### config.mk
export PLATFORM = sky130hd
export DESIGN_NAME = leading_zero_counter
export DESIGN_NICKNAME = d
export VERILOG_FILES = /design/src/rtl/leading_zero_counter.sv
export SDC_FILE = /design/constraint.sdc
export NUM_CORES = 1
export LEC_CHECK = 0
export CAP_MARGIN = 10
export CORE_AREA = 4 4 41 43
export CTS_CLUSTER_SIZE = 40
export DETAILED_ROUTE_END_ITERATION = 7
export DIE_AREA = 0 0 45 47
export PLACE_DENSITY = 0.58
export SLEW_MARGIN = 5
export SYNTH_ARGS = -nofsm -noshare
export SYNTH_HDL_FRONTEND = slang
export SYNTH_SLANG_ARGS = --single-unit
### constraint.sdc
create_clock -name clk -period 0.8 [get_ports clk]
set_input_delay 0.08 -clock clk [delete_from_list [all_inputs] [get_ports clk]]
set_output_delay 0.08 -clock clk [all_outputs]
set_load 0.01 [all_outputs]
### src/rtl/leading_zero_counter.sv
// Registered leading-zero count of in_range via a log-depth valid/count merge tree.
// One-cycle latency, new operand every clock, no stall or backpressure.
module leading_zero_counter #(
  parameter int RANGE_WIDTH_LCZ = 16,
  parameter int D_SIZE_LZC      = 4
) (
  input  logic                       clk,
  input  logic                       reset,
  input  logic [RANGE_WIDTH_LCZ-1:0] in_range,
  output logic [D_SIZE_LZC-1:0]      lzc_out,
  output logic                       v
);

  if (((2 ** D_SIZE_LZC) != RANGE_WIDTH_LCZ) || (RANGE_WIDTH_LCZ < 4)) begin : g_param_err
    $error("leading_zero_counter: RANGE_WIDTH_LCZ must be a power of two >= 4 equal to 2**D_SIZE_LZC");
  end

  // Level l holds RANGE_WIDTH_LCZ>>(l+1) nodes, each with an (l+1)-bit count.
  for (genvar l = 0; l < D_SIZE_LZC; l++) begin : g_lvl
    localparam int N  = RANGE_WIDTH_LCZ >> (l + 1);
    localparam int CW = l + 1;

    logic [N-1:0]    vld;
    logic [N*CW-1:0] cnt;

    if (l == 0) begin : g_leaf
      for (genvar i = 0; i < N; i++) begin : g_node
        assign vld[i] = in_range[2*i+1] | in_range[2*i];
        assign cnt[i] = ~in_range[2*i+1];
      end
    end else begin : g_merge
      for (genvar i = 0; i < N; i++) begin : g_node
        logic          v_hi;
        logic          v_lo;
        logic [CW-2:0] c_hi;
        logic [CW-2:0] c_lo;

        assign v_hi = g_lvl[l-1].vld[2*i+1];
        assign v_lo = g_lvl[l-1].vld[2*i];
        assign c_hi = g_lvl[l-1].cnt[(2*i+1)*(CW-1) +: (CW-1)];
        assign c_lo = g_lvl[l-1].cnt[(2*i)*(CW-1) +: (CW-1)];

        assign vld[i]            = v_hi | v_lo;
        assign cnt[i*CW +: CW]   = v_hi ? {1'b0, c_hi} : {1'b1, c_lo};
      end
    end
  end

  logic                  root_v;
  logic [D_SIZE_LZC-1:0] root_cnt;
  logic [D_SIZE_LZC-1:0] lzc_d;
  logic [D_SIZE_LZC-1:0] lzc_q;
  logic                  v_d;
  logic                  v_q;

  assign root_v   = g_lvl[D_SIZE_LZC-1].vld[0];
  assign root_cnt = g_lvl[D_SIZE_LZC-1].cnt[D_SIZE_LZC-1:0];

  // An all-zero operand would walk the tree to all ones; report 0 instead.
  assign v_d   = root_v;
  assign lzc_d = root_v ? root_cnt : '0;

  always_ff @(posedge clk or negedge reset) begin
    if (!reset) begin
      lzc_q <= '0;
      v_q   <= 1'b0;
    end else begin
      lzc_q <= lzc_d;
      v_q   <= v_d;
    end
  end

  assign lzc_out = lzc_q;
  assign v       = v_q;

endmodule

==> results.toml <==
[status]
run_status = "completed"

[drt]
ant_nets = 0
routed_wirelength_um = 947
drt-pass1-iter-count = 2
drt-vias-per-instance = 4.32
routedWlPerCell_um = 10.5
initialDrtViolationCount = 3
vias = 389
post_detailed_route_drc_marker_count = 0

[timing]
final_critical_period_ps = 795
timing.max_slew.rel_slack_pct = 82.2
max_slew.worst_pin.slew_ps = 265
postLayoutSetupSlackWorst_ps = 5.39
finalMaxSlewViolations = 0
achievable-frequency_ghz = 1.26
hold_viol_final = 0
setup_repair_after_global_routing_missed_its_margin = "true"
final-setup-viol-count = 0
post-route-period-util_pct = 99.3

[yosys]
avgSynthCellArea_um2 = 8.87
yosys_register_bits = 5
ys_types = 19
ys_top_cells_by_area = "sky130_fd_sc_hd__dfrtp_1, sky130_fd_sc_hd__nor2_1, sky130_fd_sc_hd__nor4_4"
mappedNetlistArea_um2 = 310
netlist_instances = 35
number_of_enable_flip_flop_cells_after_synthesis = 0
synth_async_sr_flop_share_pct = 100
yosys.area.top_type = "sky130_fd_sc_hd__dfrtp_1"
synth_ff_type = "sky130_fd_sc_hd__dfrtp_1"
syn-num-nets = 53
yosysSeqAreaShare_pct = 40.3
yosys_warnings = 0
synth_top_area_share_pct = 40.3

[pwr]
cellLeakagePower_nw = 0.305
p_switching_mw = 0.183
pwr-share-comb_pct = 27.2
internal_power_mw = 0.561
power_density_nw_per_um2 = 1130
seq_power_share_pct = 35.4
power.clock.fraction_pct = 37.4
ir_worst_vdd_v = 0.000493
power.share.switching_pct = 24.6

[worst_setup_path]
critical_path.slowest_cell = "sky130_fd_sc_hd__dfrtp_1"
critPathTopFamily = "flip-flops"
worst_ep_arrival_time_ps = 710
critical_path_buf_inv_count = 1
type_of_element_launching_the_critical_path = "flop"
timing.critical_path.to_type = "primary output"
criticalPathCategory = "flop to primary output"
cp_max_fo = 1
worstPathRequired_ps = 720
delay_contributed_by_the_slowest_stage_of_the_critical_path_ps = 350
critical_path.cell_chain = "buf_2"

[layout]
layout_common_cells = "sky130_fd_sc_hd__buf_4, sky130_fd_sc_hd__buf_2, sky130_fd_sc_hd__nor2_1, sky130_fd_sc_hd__clkdlybuf4s15_1, sky130_fd_sc_hd__dfrtp_1"
nNetsFinal = 94
postLayoutCoreUtil_pct = 50.4
area_growth_pct = 111
diodes = 0
fillCellCount = 138
drive_gt1_share_pct = 57.3
most_common_library_cell_in_the_layout_ignoring_fill_and_taps = "sky130_fd_sc_hd__buf_4"

[clocking]
cts_num_sinks = 5
clock_tree.htree_level_count = 1
tritoncts = "done"
clock_tree.root_cell = "sky130_fd_sc_hd__clkbuf_4"
cts_max_path_buffers = 2
tritoncts.num_buffers = 3
clkTransAtPathRegs_ps = 40

[placed_design]
gp_routability_congestion = 0.676
setup_slack_after_placement_ps = -570
io_buffers = 22
detailed_place_hpwl_um = 765

[floorplan]
fp.dieH_um = 47
fp.dieArea_um2 = 2120
std_cell_rows = 13
floorplan.die.width_um = 45
num_io_pins = 23
initial_cell_density_of_the_core_pct = 23.8
design.core.area_um2 = 1300

[grt]
global_route_wire_length_before_repair_um = 1530
first_global_vias = 384
gr-total-overflow = 0
antenna_violations_before_repair = 0
grt_start_max_net_pins = 6
groute.usage.overall_pct = 9.84

[job]
maxCapViolations = 0

[hold_path]
hold_path_class = "input port to async pin"
worst paths after layout:
| kind | start | end | depth (start not counted) |
|---|---|---|---|
| worst max-delay path | lzc_out[1]$_DFF_PN0_ | lzc_out[1] | 1 |
| worst min-delay path | reset | lzc_out[0]$_DFF_PN0_ | 1 |
| max in group asynchronous | reset | lzc_out[2]$_DFF_PN0_ | 1 |
| min in group clk | in_range[15] | lzc_out[0]$_DFF_PN0_ | 3 |
metal layers:
metal	wire (µm)	vias to the layer above	global-route usage, %	part of all wire [%]
met5	0	-	0	0
met4	0	0	5.26	0
met3	82	0	0.383	8.7
met2	489	15	18.1	52
met1	375	164	11.5	40
li1	-	210	-	-
power groups by stage:
stage	Clock [mW]	Combinational, mW	Sequential (mW)
finish	0.278	0.202	0.263
global route	0.300	0.221	0.264
CTS	0.286	0.201	0.263
detailed placement	0	0.223	0.267
global placement	0	0.222	0.267
floorplan	0	0.0386	0.272
final cells by class:
| cell class | count | area, µm² | area share [%] |
|---|---|---|---|
| Clock buffer | 4 | 26.3 | 4.01 |
| Inverter | 3 | 11.3 | 1.72 |
| Tap cell | 15 | 18.8 | 2.86 |
| Timing Repair Buffer | 36 | 258 | 39.3 |
| Sequential cell | 5 | 125 | 19.1 |
| Multi-Input combinational cell | 27 | 216 | 33.0 |
cells in the mapped netlist, types with 2 or more instances:
master                    number
sky130_fd_sc_hd__nand2_1       2
sky130_fd_sc_hd__nor4_1        2
sky130_fd_sc_hd__a21oi_1       4
sky130_fd_sc_hd__nor2_1        6
sky130_fd_sc_hd__dfrtp_1       5
sky130_fd_sc_hd__inv_1         3
cells by family (layout without fill, tap and decap cells):
family                 count (synthesis)  in the layout  share of synthesized area, %
and+or+nand+nor                       18             18                          37.1
DFF                                    5              5                          40.3
AOI/OAI and AO/OA                      9              9                          19.0
buffers and inverters                  3             43                          3.63
sequential cells by signal, indices dropped and copies added (netlist names):
signal and cells:
v 1, lzc_out 4
metrics by stage:
stage / power [mW] / area (µm²) / setup TNS (ps) / instances / hold slack (ps)
after floorplan: 0.310 / 325 / -8.19 / 35 / -216
after global placement: 0.490 / 654 / -3130 / 84 / 312
after detailed placement: 0.490 / 654 / -3170 / 84 / 308
after CTS: 0.751 / 656 / -13.8 / 89 / 58.7
after global routing: 0.784 / 656 / -121 / 90 / 76.2
final: 0.744 / 656 / 0 / 90 / 57.8
timing repair:
item	4_1_cts	5_1_grt
pin swaps	10	8
buffers inserted	1	1
hold buffers	0	0
endpoints found under the setup margin	10	10
resized for setup	68	9
hold endpoints to repair	0	0
No activity file was read; power rests on OpenSTA's default activity.
